--- config.mk ---
export PLATFORM = sky130hd
export DESIGN_NAME = adc_capture_sequencer_flat
export DESIGN_NICKNAME = d
export VERILOG_FILES = /design/src/rtl/adc_capture_if.sv /design/src/rtl/adc_capture_sequencer.sv /design/src/flat_wrapper.sv
export SDC_FILE = /design/constraint.sdc
export NUM_CORES = 1
export LEC_CHECK = 0
export CAP_MARGIN = 25
export CORE_MARGIN = 5
export CORE_UTILIZATION = 49
export DETAILED_ROUTE_END_ITERATION = 12
export HOLD_SLACK_MARGIN = 0.15
export PLACE_DENSITY = 0.7
export SETUP_SLACK_MARGIN = 0.5
export SLEW_MARGIN = 20
export SYNTH_ARGS = -nofsm -noshare
export SYNTH_HDL_FRONTEND = slang
export SYNTH_SLANG_ARGS = --single-unit
--- constraint.sdc ---
create_clock -name adc_sampleclk -period 5.2 [get_ports adc_sampleclk]
set_clock_uncertainty 0.2 [all_clocks]
set_input_delay 1.04 -clock adc_sampleclk [delete_from_list [all_inputs] [get_ports adc_sampleclk]]
set_output_delay 1.04 -clock adc_sampleclk [all_outputs]
set_load 0.01 [all_outputs]
--- src/rtl/adc_capture_if.sv ---
`default_nettype none
// ============================================================================
//  adc_capture_if : arm/trigger/config inputs and FIFO/status outputs of the
//                   ADC capture sequencer.           Revision: 1.0
// ============================================================================
interface adc_capture_if #(
  parameter int CNT_W = 32,
  parameter int DS_W  = 13
);
  logic             arm_i;
  logic             trigger_i;
  logic [CNT_W-1:0] presamples_i;
  logic [CNT_W-1:0] samples_i;
  logic [DS_W-1:0]  downsample_i;
  logic             fifo_full_i;

  logic             fifo_wr_o;
  logic             fifo_drop_o;
  logic             capturing_o;
  logic             done_o;
  logic             overflow_o;
  logic             cfg_err_o;
  logic             trig_early_o;
  logic [CNT_W-1:0] samples_o;
  logic [2:0]       state_o;

  modport master (
    output arm_i, trigger_i, presamples_i, samples_i, downsample_i, fifo_full_i,
    input  fifo_wr_o, fifo_drop_o, capturing_o, done_o, overflow_o, cfg_err_o,
           trig_early_o, samples_o, state_o
  );

  modport slave (
    input  arm_i, trigger_i, presamples_i, samples_i, downsample_i, fifo_full_i,
    output fifo_wr_o, fifo_drop_o, capturing_o, done_o, overflow_o, cfg_err_o,
           trig_early_o, samples_o, state_o
  );
endinterface
`default_nettype wire

--- src/rtl/adc_capture_sequencer.sv ---
`default_nettype none
// ============================================================================
//  adc_capture_sequencer : ADC fast-FIFO write sequencer (arm, presample,
//                          trigger wait, post-trigger, done) with downsampling.
//  Revision: 1.0
// ============================================================================
module adc_capture_sequencer #(
  parameter int CNT_W = 32,
  parameter int DS_W  = 13
) (
  input  logic         adc_sampleclk,
  input  logic         reset,
  adc_capture_if.slave bus
);

  localparam logic [CNT_W-1:0] CNT_ONE = {{(CNT_W-1){1'b0}}, 1'b1};
  localparam logic [DS_W-1:0]  DS_ONE  = {{(DS_W-1){1'b0}}, 1'b1};

  typedef enum logic [2:0] {
    S_IDLE = 3'd0,
    S_PRE  = 3'd1,
    S_WAIT = 3'd2,
    S_TRIG = 3'd3,
    S_DONE = 3'd4
  } state_t;

  state_t           state;
  state_t           state_nx;
  logic             arm_q;
  logic             trig_q;
  logic [CNT_W-1:0] pre_lat;
  logic [CNT_W-1:0] smp_lat;
  logic [DS_W-1:0]  ds_lat;
  logic [DS_W-1:0]  ds_ctr;
  logic [CNT_W-1:0] pre_cnt;
  logic [CNT_W-1:0] post_cnt;
  logic [CNT_W-1:0] held;
  logic             wr_q;
  logic             drop_q;
  logic             ovf_q;
  logic             cfg_q;
  logic             early_q;

  logic             arm_rise;
  logic             trig_rise;
  logic             active;
  logic             strobe;
  logic             entering;
  logic [CNT_W-1:0] post_target;
  logic             wr_nx;
  logic             drop_nx;
  logic             accept;
  logic             reject;
  logic             ovf_set;
  logic             early_set;
  logic             pre_inc;
  logic             post_inc;

  assign arm_rise    = bus.arm_i & ~arm_q;
  assign trig_rise   = bus.trigger_i & ~trig_q;
  assign active      = (state == S_PRE) || (state == S_WAIT) || (state == S_TRIG);
  assign strobe      = active && (ds_ctr == ds_lat);
  assign post_target = smp_lat - pre_lat;
  assign entering    = (state_nx != state) &&
                       ((state_nx == S_PRE) || (state_nx == S_WAIT) || (state_nx == S_TRIG));

  always_comb begin
    state_nx  = state;
    wr_nx     = 1'b0;
    drop_nx   = 1'b0;
    accept    = 1'b0;
    reject    = 1'b0;
    ovf_set   = 1'b0;
    early_set = 1'b0;
    pre_inc   = 1'b0;
    post_inc  = 1'b0;
    unique case (state)
      S_IDLE: begin
        if (arm_rise) begin
          if (bus.samples_i <= bus.presamples_i) begin
            reject = 1'b1;
          end else begin
            accept   = 1'b1;
            state_nx = (bus.presamples_i == '0) ? S_WAIT : S_PRE;
          end
        end
      end
      S_PRE: begin
        if (!bus.arm_i) begin
          state_nx = S_IDLE;
        end else begin
          // A trigger edge here, including on the PRE->WAIT cycle, is only flagged.
          early_set = trig_rise;
          if (strobe) begin
            if (bus.fifo_full_i) begin
              ovf_set  = 1'b1;
              state_nx = S_DONE;
            end else begin
              wr_nx   = 1'b1;
              pre_inc = 1'b1;
              if (pre_cnt + CNT_ONE == pre_lat) state_nx = S_WAIT;
            end
          end
        end
      end
      S_WAIT: begin
        if (!bus.arm_i) begin
          state_nx = S_IDLE;
        end else if (trig_rise) begin
          state_nx = S_TRIG;
          // The strobe coinciding with the trigger edge is post-trigger sample 1.
          if (strobe) begin
            if (bus.fifo_full_i) begin
              ovf_set  = 1'b1;
              state_nx = S_DONE;
            end else begin
              wr_nx    = 1'b1;
              post_inc = 1'b1;
              if (post_target == CNT_ONE) state_nx = S_DONE;
            end
          end
        end else if (strobe && (pre_lat != '0)) begin
          // Write-with-drop keeps occupancy constant, so full is irrelevant here.
          wr_nx   = 1'b1;
          drop_nx = 1'b1;
        end
      end
      S_TRIG: begin
        if (!bus.arm_i) begin
          state_nx = S_IDLE;
        end else if (strobe) begin
          if (bus.fifo_full_i) begin
            ovf_set  = 1'b1;
            state_nx = S_DONE;
          end else begin
            wr_nx    = 1'b1;
            post_inc = 1'b1;
            if (post_cnt + CNT_ONE == post_target) state_nx = S_DONE;
          end
        end
      end
      S_DONE: begin
        if (!bus.arm_i) state_nx = S_IDLE;
      end
      default: state_nx = S_IDLE;
    endcase
  end

  always_ff @(posedge adc_sampleclk) begin
    if (reset) begin
      state    <= S_IDLE;
      arm_q    <= 1'b0;
      trig_q   <= 1'b0;
      pre_lat  <= '0;
      smp_lat  <= '0;
      ds_lat   <= '0;
      ds_ctr   <= '0;
      pre_cnt  <= '0;
      post_cnt <= '0;
      held     <= '0;
      wr_q     <= 1'b0;
      drop_q   <= 1'b0;
      ovf_q    <= 1'b0;
      cfg_q    <= 1'b0;
      early_q  <= 1'b0;
    end else begin
      state  <= state_nx;
      arm_q  <= bus.arm_i;
      trig_q <= bus.trigger_i;
      wr_q   <= wr_nx;
      drop_q <= drop_nx;

      if (entering) begin
        ds_ctr <= '0;
      end else if (active) begin
        ds_ctr <= strobe ? '0 : ds_ctr + DS_ONE;
      end

      if (accept) begin
        pre_lat <= bus.presamples_i;
        smp_lat <= bus.samples_i;
        ds_lat  <= bus.downsample_i;
      end

      if (accept) begin
        pre_cnt  <= '0;
        post_cnt <= '0;
      end else begin
        if (pre_inc)  pre_cnt  <= pre_cnt + CNT_ONE;
        if (post_inc) post_cnt <= post_cnt + CNT_ONE;
      end

      if (accept || reject) begin
        ovf_q   <= 1'b0;
        early_q <= 1'b0;
        cfg_q   <= reject;
        held    <= '0;
      end else begin
        if (ovf_set)   ovf_q   <= 1'b1;
        if (early_set) early_q <= 1'b1;
        if (wr_q && !drop_q && (held != '1)) held <= held + CNT_ONE;
      end
    end
  end

  assign bus.fifo_wr_o    = wr_q;
  assign bus.fifo_drop_o  = drop_q;
  assign bus.capturing_o  = active;
  assign bus.done_o       = (state == S_DONE);
  assign bus.overflow_o   = ovf_q;
  assign bus.cfg_err_o    = cfg_q;
  assign bus.trig_early_o = early_q;
  assign bus.samples_o    = held;
  assign bus.state_o      = state;

endmodule
`default_nettype wire

--- src/flat_wrapper.sv ---
// flat-port wrapper written by rule: the top's interface ports become plain ports
module adc_capture_sequencer_flat 
#(
  parameter int CNT_W = 32,
  parameter int DS_W  = 13
)
  (adc_sampleclk, reset, bus_arm_i, bus_trigger_i, bus_presamples_i, bus_samples_i, bus_downsample_i, bus_fifo_full_i, bus_fifo_wr_o, bus_fifo_drop_o, bus_capturing_o, bus_done_o, bus_overflow_o, bus_cfg_err_o, bus_trig_early_o, bus_samples_o, bus_state_o);
  adc_capture_if #(.CNT_W(CNT_W), .DS_W(DS_W)) bus_i ();
  input  logic adc_sampleclk;
  input  logic reset;
  input wire logic [$bits(bus_i.arm_i)-1:0] bus_arm_i;
  input wire logic [$bits(bus_i.trigger_i)-1:0] bus_trigger_i;
  input wire logic [$bits(bus_i.presamples_i)-1:0] bus_presamples_i;
  input wire logic [$bits(bus_i.samples_i)-1:0] bus_samples_i;
  input wire logic [$bits(bus_i.downsample_i)-1:0] bus_downsample_i;
  input wire logic [$bits(bus_i.fifo_full_i)-1:0] bus_fifo_full_i;
  output wire logic [$bits(bus_i.fifo_wr_o)-1:0] bus_fifo_wr_o;
  output wire logic [$bits(bus_i.fifo_drop_o)-1:0] bus_fifo_drop_o;
  output wire logic [$bits(bus_i.capturing_o)-1:0] bus_capturing_o;
  output wire logic [$bits(bus_i.done_o)-1:0] bus_done_o;
  output wire logic [$bits(bus_i.overflow_o)-1:0] bus_overflow_o;
  output wire logic [$bits(bus_i.cfg_err_o)-1:0] bus_cfg_err_o;
  output wire logic [$bits(bus_i.trig_early_o)-1:0] bus_trig_early_o;
  output wire logic [$bits(bus_i.samples_o)-1:0] bus_samples_o;
  output wire logic [$bits(bus_i.state_o)-1:0] bus_state_o;
  assign bus_i.arm_i = bus_arm_i;
  assign bus_i.trigger_i = bus_trigger_i;
  assign bus_i.presamples_i = bus_presamples_i;
  assign bus_i.samples_i = bus_samples_i;
  assign bus_i.downsample_i = bus_downsample_i;
  assign bus_i.fifo_full_i = bus_fifo_full_i;
  assign bus_fifo_wr_o = bus_i.fifo_wr_o;
  assign bus_fifo_drop_o = bus_i.fifo_drop_o;
  assign bus_capturing_o = bus_i.capturing_o;
  assign bus_done_o = bus_i.done_o;
  assign bus_overflow_o = bus_i.overflow_o;
  assign bus_cfg_err_o = bus_i.cfg_err_o;
  assign bus_trig_early_o = bus_i.trig_early_o;
  assign bus_samples_o = bus_i.samples_o;
  assign bus_state_o = bus_i.state_o;
  adc_capture_sequencer #(.CNT_W(CNT_W), .DS_W(DS_W)) u_core (.adc_sampleclk(adc_sampleclk), .reset(reset), .bus(bus_i));
endmodule
==> metrics.csv, run 1 <==
stage,metric,value,unit
outcome,status,"finished, final reports clean",
global_route,vias in the first global route,11900,
critical_path,CP Buf/Inv Count,1,
timing,RSZ-0062 raised after global routing,no,
yosys,most common flop cell mapped by yosys,dfxtp_1,
critical_path,CP Max Fanout,13,
detailed_routing,Post-DRT Antenna Nets,0,
timing,minimum hold slack,0.281,ns
yosys,share of the synthesized area in the top cell type,29.1,%
die,# IOs,124,
yosys,Synth async-reset ratio,0,%
critical_path,R2R setup slack,0.75,ns
power,sequential power share,37.3,%
cts,Sink Count,196,
die,Die X,176,um
timing,fin. max-slew vios,0,
placed_design,Port Buffers,123,
timing,Worst Slack Setup Final,0.746,ns
layout,share of layout cells above drive strength 1,4.71,%
layout,diodes inserted,0,
global_route,Tot GR Track Use,25.3,%
detailed_routing,vias,12600,
cts,clk slew on worst S/H paths,0.08,ns
cts,Max Buffers Root-to-Sink,2,
critical_path,CP Cell Sequence,inv_1 -> ha_1 -> a21oi_1 -> a21oi_1 -> or3_1 -> a221oi_1 -> nor3_1 -> nand4_1 -> nor4_1 -> or3_1 -> a21oi_2 -> nor4b_1,
timing,Final period util,85.7,%
yosys,synth top area cells,"dfxtp_1, nor2_1, xnor2_1, xor2_1, ha_1",
yosys,"area leader, netlist",dfxtp_1,
yosys,most instantiated library cell after synthesis,nor2_1,
layout,final core utilization,57.7,%
critical_path,CP max-delay cell,a221oi_1,
detailed_routing,vias per inst,5.78,
power,static leakage,5.90,nW
power,switching share of power,34.4,%
critical_path,CP Launch Type,flip-flop,
power,switching pwr,1.44,mW
yosys,YS warnings,0,
yosys,Cells after Synth,1754,
placed_design,DP Area,15000,sq um
yosys,post-synth cell types,71,
power,internal power,2.75,mW
die,Die Ht,176,um
cts,CTS H-tree lvls,4,
power,logic gate share of total power,30.1,%
power,Power Total,4.19,mW
yosys,Synth Cell Area,13500,sq um
timing,Slew headroom,46.7,%
layout,Post-Layout Cell Count,2188,
yosys,Syn Nets,1905,
timing,FMAX,0.225,GHz
cts,hold_buf cts,0,
cts,CTS tree,built,
detailed_routing,initial DRC count,1040,
worst_hold_path,hold crit path type,flip-flop to flip-flop,
global_route,initial antenna violation count,0,
layout,Final nets,1985,
die,Initial Util,49.8,%
layout,fin area,15600,sq um
power,Pwr per Cell Area,269,nW/um^2
detailed_routing,DRC viols,0,
die,die area,30900,sq um
critical_path,CP arrival,4.55,ns
cts,clock latency at the later pin of the worst-skew pair,0.45,ns
critical_path,critical path class,flip-flop to flip-flop,
placed_design,Post-Place Cells,2156,
timing,minimum clock period,4.45,ns
critical_path,cell family with most CP delay,compound AO/OA/AOI/OAI gates,
timing,Setup TNS,0,ns
critical_path,required time of the critical path,5.30,ns
detailed_routing,iteration count of the initial detailed-routing pass,5,
global_route,pin count of the biggest net entering global routing,90,
yosys,"Avg Cell Area, Syn",7.68,sq um
global_route,gr ovfl total,0,
timing,Final Hold Fails,0,
critical_path,Setup crit end kind,flip-flop,
yosys,"Seq/Total Area, Yosys",29.1,%
detailed_routing,Wirelength per Cell,18.2,um
cts,Setup Buffers After CTS,0,
power,clock share of power,32.6,%
yosys,Synth top cells by count,"nor2_1, dfxtp_1, xnor2_1, nand2_1, a21oi_1",
yosys,Post-synth EDFFs,0,
layout,P&R area growth vs syn,15.8,%
global_route,first-pass GRT wire length,63300,um
detailed_routing,"wirelength, routed",39900,um
power,peak supply drop,0.000249,V
placed_design,dpl ws,0.351,ns
die,Core Area,27000,sq um
critical_path,CP peak stage delay,0.70,ns
placed_design,Final HPWL DP,31300,um
yosys,"flops & latches, synth",196,
cts,Root Driver,clkbuf_16,
flow_run,Max-Cap Viols,0,
cts,Num CTS Buffers,17,
die,FP Rows,60,
cts,post-CTS sizing,0,
placed_design,gpl congestion,0.937,
timing,Slew @ Worst Pin,0.789,ns
timing,Finish-stage setup viols,0,
[final timing paths]
path                            depth (start not counted)             startpoint                    end
worst max-delay path                                   12      u_core.pre_lat[5]       u_core.ds_ctr[6]
worst min-delay path                                    2  u_core.bus.overflow_o  u_core.bus.overflow_o
worst max register to register                         12      u_core.pre_lat[5]       u_core.ds_ctr[6]
worst min register to register                          2  u_core.bus.overflow_o  u_core.bus.overflow_o
[sequential cells by signal, summed over array words and instances, names as in the netlist, 3 cells and up]
| register | count |
|---|---|
| u_core.bus.samples_o | 32 |
| u_core.bus.state_o | 3 |
| u_core.ds_ctr | 13 |
| u_core.ds_lat | 13 |
| u_core.post_cnt | 32 |
| u_core.pre_cnt | 32 |
| u_core.pre_lat | 32 |
| u_core.smp_lat | 32 |
[power by group through the flow]
| stage | Sequential (mW) | Combinational, mW | Clock [mW] |
|---|---|---|---|
| finish | 1.56 | 1.26 | 1.37 |
| global route | 1.57 | 1.38 | 1.46 |
| CTS | 1.56 | 1.23 | 1.39 |
| detailed placement | 1.60 | 1.22 | 0 |
| global placement | 1.60 | 1.20 | 0 |
| floorplan | 1.59 | 0.863 | 0 |
[per-layer routing]
| layer | routed length (um) | up-vias | share of wire, % | track usage [%] |
|---|---|---|---|---|
| li1 | - | 6255 | - | - |
| met1 | 18100 | 5933 | 45 | 34.6 |
| met2 | 18400 | 385 | 46 | 40.8 |
| met3 | 2290 | 73 | 5.8 | 4.28 |
| met4 | 1090 | 0 | 2.7 | 7.93 |
| met5 | 0 | - | 0 | 0 |
[kinds of logic after synthesis]
group | count (synthesis) | synth area share, %
xor gates and xnor gates | 223 | 14.8
buffers and inverters | 169 | 4.85
and+or+nand+nor | 772 | 28.2
DFF | 196 | 29.1
adders and majority gates | 69 | 6.46
muxes | 54 | 4.04
AOI/OAI and AO/OA | 271 | 12.5
[cell usage in the layout (no fill, tap or decap), types with 18 or more instances in the layout]
| master | synthesis | routed |
|---|---|---|
| a21o_1 | 21 | 21 |
| nand3_1 | 62 | 62 |
| xnor2_1 | 120 | 120 |
| nand4_1 | 59 | 59 |
| a21oi_1 | 106 | 105 |
| o21ai_0 | 53 | 50 |
| mux2i_1 | 51 | 51 |
| inv_1 | 88 | 88 |
| nand2_1 | 119 | 119 |
| clkdlybuf4s50_1 | 0 | 122 |
| nor4_1 | 34 | 34 |
| dfxtp_1 | 196 | 196 |
| ha_1 | 68 | 68 |
| buf_4 | 1 | 18 |
| or3_1 | 19 | 19 |
| xor2_1 | 100 | 100 |
| nor3_1 | 55 | 54 |
| nor2_1 | 307 | 307 |
| and3_1 | 18 | 18 |
[worst min-delay path: cells and delay by family (launching register included)]
kind,cells,cell delay [ns]
AND/OR/NAND/NOR,1,0.07
flip-flops,1,0.34
AO/OA/AOI/OAI,1,0.04
[layout make-up]
| type | count | area (sq um) |
|---|---|---|
| fill | 2510 | 11400 |
| multi-input combinational | 1389 | 8940 |
| sequential | 196 | 3920 |
| timing repair buffer | 142 | 1380 |
| clock buffer | 20 | 457 |
| tap | 341 | 427 |
| inverter | 88 | 330 |
| clock inverter | 12 | 140 |
Note: power is estimated with default switching activity, not from simulation.
==> inputs of run 2 (changes only) <==
--- a/config.mk
+++ b/config.mk
@@ -9,9 +9,11 @@
 export CORE_MARGIN = 5
 export CORE_UTILIZATION = 49
 export DETAILED_ROUTE_END_ITERATION = 12
+export GPL_ROUTABILITY_DRIVEN = 0
 export HOLD_SLACK_MARGIN = 0.15
 export PLACE_DENSITY = 0.7
 export SETUP_SLACK_MARGIN = 0.5
+export SKIP_CTS_REPAIR_TIMING = 1
 export SLEW_MARGIN = 20
 export SYNTH_ARGS = -nofsm -noshare
 export SYNTH_HDL_FRONTEND = slang
==> run 2 against run 1 <==
  * Clock-buffer cell count fell by 1
  * Routed wire length down 1.7%
  * Worst setup slack worse by 0.081 ns
  * Sequential power about the same
==> metrics.csv, run 2 (synthesis gave the netlist of run 1 again) <==
stage,metric,value,unit
outcome,status,"finished, final reports clean",
die,Die X,176,um
critical_path,CP Cell Sequence,inv_1 -> ha_1 -> a21oi_1 -> o21ai_0 -> a2111oi_2 -> nand3_1 -> and4_1 -> a2111oi_0 -> nand4_1 -> nor4_1 -> or3_1 -> a21oi_4 -> nor4b_1,
die,Initial Util,49.8,%
detailed_routing,initial DRC count,1229,
critical_path,required time of the critical path,5.35,ns
critical_path,CP Launch Type,flip-flop,
timing,Final Hold Fails,0,
timing,minimum clock period,4.53,ns
cts,CTS tree,built,
power,static leakage,5.85,nW
layout,number of fill cells,2527,
power,clock share of power,32.2,%
cts,CTS H-tree lvls,4,
die,FP Rows,60,
critical_path,critical path class,flip-flop to flip-flop,
global_route,Tot GR Track Use,24.8,%
cts,clk slew on worst S/H paths,0.08,ns
global_route,pin count of the biggest net entering global routing,96,
placed_design,Final HPWL DP,30500,um
layout,most frequent cells in the layout,"nor2_1, dfxtp_1, clkdlybuf4s50_1",
critical_path,CP peak stage delay,0.56,ns
die,Die Ht,176,um
power,logic gate share of total power,30.0,%
die,die area,30900,sq um
layout,Final nets,1977,
placed_design,Port Buffers,123,
timing,fin. max-slew vios,0,
detailed_routing,"wirelength, routed",39200,um
global_route,initial antenna violation count,1,
timing,Slew headroom,46.7,%
cts,clock latency at the later pin of the worst-skew pair,0.45,ns
critical_path,CP arrival,4.69,ns
layout,share of layout cells above drive strength 1,4.24,%
timing,RSZ-0062 raised after global routing,no,
critical_path,CP max-delay cell,a2111oi_2,
timing,Finish-stage setup viols,0,
timing,Setup TNS,0,ns
power,internal power,2.69,mW
detailed_routing,vias,12800,
power,Power Total,4.15,mW
timing,Slew @ Worst Pin,0.790,ns
detailed_routing,Wirelength per Cell,18.0,um
timing,Final period util,87.2,%
die,Core Area,27000,sq um
power,Pwr per Cell Area,267,nW/um^2
cts,Root Driver,clkbuf_16,
critical_path,CP Max Fanout,13,
detailed_routing,Post-DRT Antenna Nets,0,
detailed_routing,DRC viols,0,
cts,Sink Count,196,
power,switching share of power,35.2,%
detailed_routing,iteration count of the initial detailed-routing pass,5,
power,peak supply drop,0.000242,V
layout,P&R area growth vs syn,15.1,%
worst_hold_path,hold crit path type,flip-flop to flip-flop,
timing,FMAX,0.221,GHz
flow_run,Max-Cap Viols,0,
power,switching pwr,1.46,mW
global_route,first-pass GRT wire length,62200,um
critical_path,Setup crit end kind,flip-flop,
layout,"most common cell after layout, fill and taps aside",nor2_1,
detailed_routing,vias per inst,5.86,
global_route,vias in the first global route,11900,
global_route,gr ovfl total,0,
cts,Num CTS Buffers,17,
die,# IOs,124,
cts,Max Buffers Root-to-Sink,2,
power,sequential power share,37.8,%
[run 2: cell types whose count changed in the layout (fill, tap and decap cells not counted), sizes merged]
cell    before  now
clkbuf      20   19
diode        0    1
inv         94   96
bufinv       1    0
buf         20   12
[run 2: metal layers]
metal	wire length [um]	track usage [%]
met5	0	0
met4	1080	8.09
met3	2540	3.59
met2	18300	40.5
met1	17300	33.8
[run 2: final timing paths]
path                               from                    end  slack [ns]  depth (start not counted)
setup / recovery     u_core.pre_lat[20]       u_core.ds_ctr[8]        0.67                         13
hold / removal    u_core.bus.overflow_o  u_core.bus.overflow_o        0.29                          2
setup reg to reg     u_core.pre_lat[20]       u_core.ds_ctr[8]        0.67                         13
hold reg to reg   u_core.bus.overflow_o  u_core.bus.overflow_o        0.29                          2
[run 2: power by group through the flow]
stage | registers (mW) | clock network, mW | logic (mW)
after floorplan | 1.59 | 0 | 0.863
after global placement | 1.60 | 0 | 1.19
after detailed placement | 1.60 | 0 | 1.20
after CTS | 1.57 | 1.36 | 1.21
after global routing | 1.57 | 1.42 | 1.36
final | 1.57 | 1.34 | 1.25
[run 2: worst max-delay path: cells and delay by family, from the launching register on]
family	cells	cell delay, ns
buffers and inverters	1	0.18
AOI/OAI and AO/OA	5	1.65
and+or+nand+nor	6	1.54
DFF	1	0.44
adders and majority gates	1	0.42
[run 2: stage by stage]
stage               cells  area (sq um)  util [%]  hold slack (ns)  setup slack (ns)
floorplan            1754         13500         -            0.267              1.32
global placement     2148         14900      55.2            0.256             0.302
detailed placement   2148         14900      55.2            0.275             0.248
CTS                  2180         15500      57.3            0.295             0.480
global route         2181         15500      57.4            0.329             0.517
finish               2181         15500      57.4            0.288             0.665
[run 2: final cells by class]
type                            instances  area, sq um  share of cell area [%]
Tap cell                              341          427                    2.75
Multi-Input combinational cell       1389         8930                    57.6
Sequential cell                       196         3920                    25.3
Clock buffer                           19          443                    2.86
Inverter                               88          330                    2.13
Antenna cell                            1         2.50                  0.0161
Timing Repair Buffer                  134         1320                    8.52
Clock inverter                         13          135                   0.871
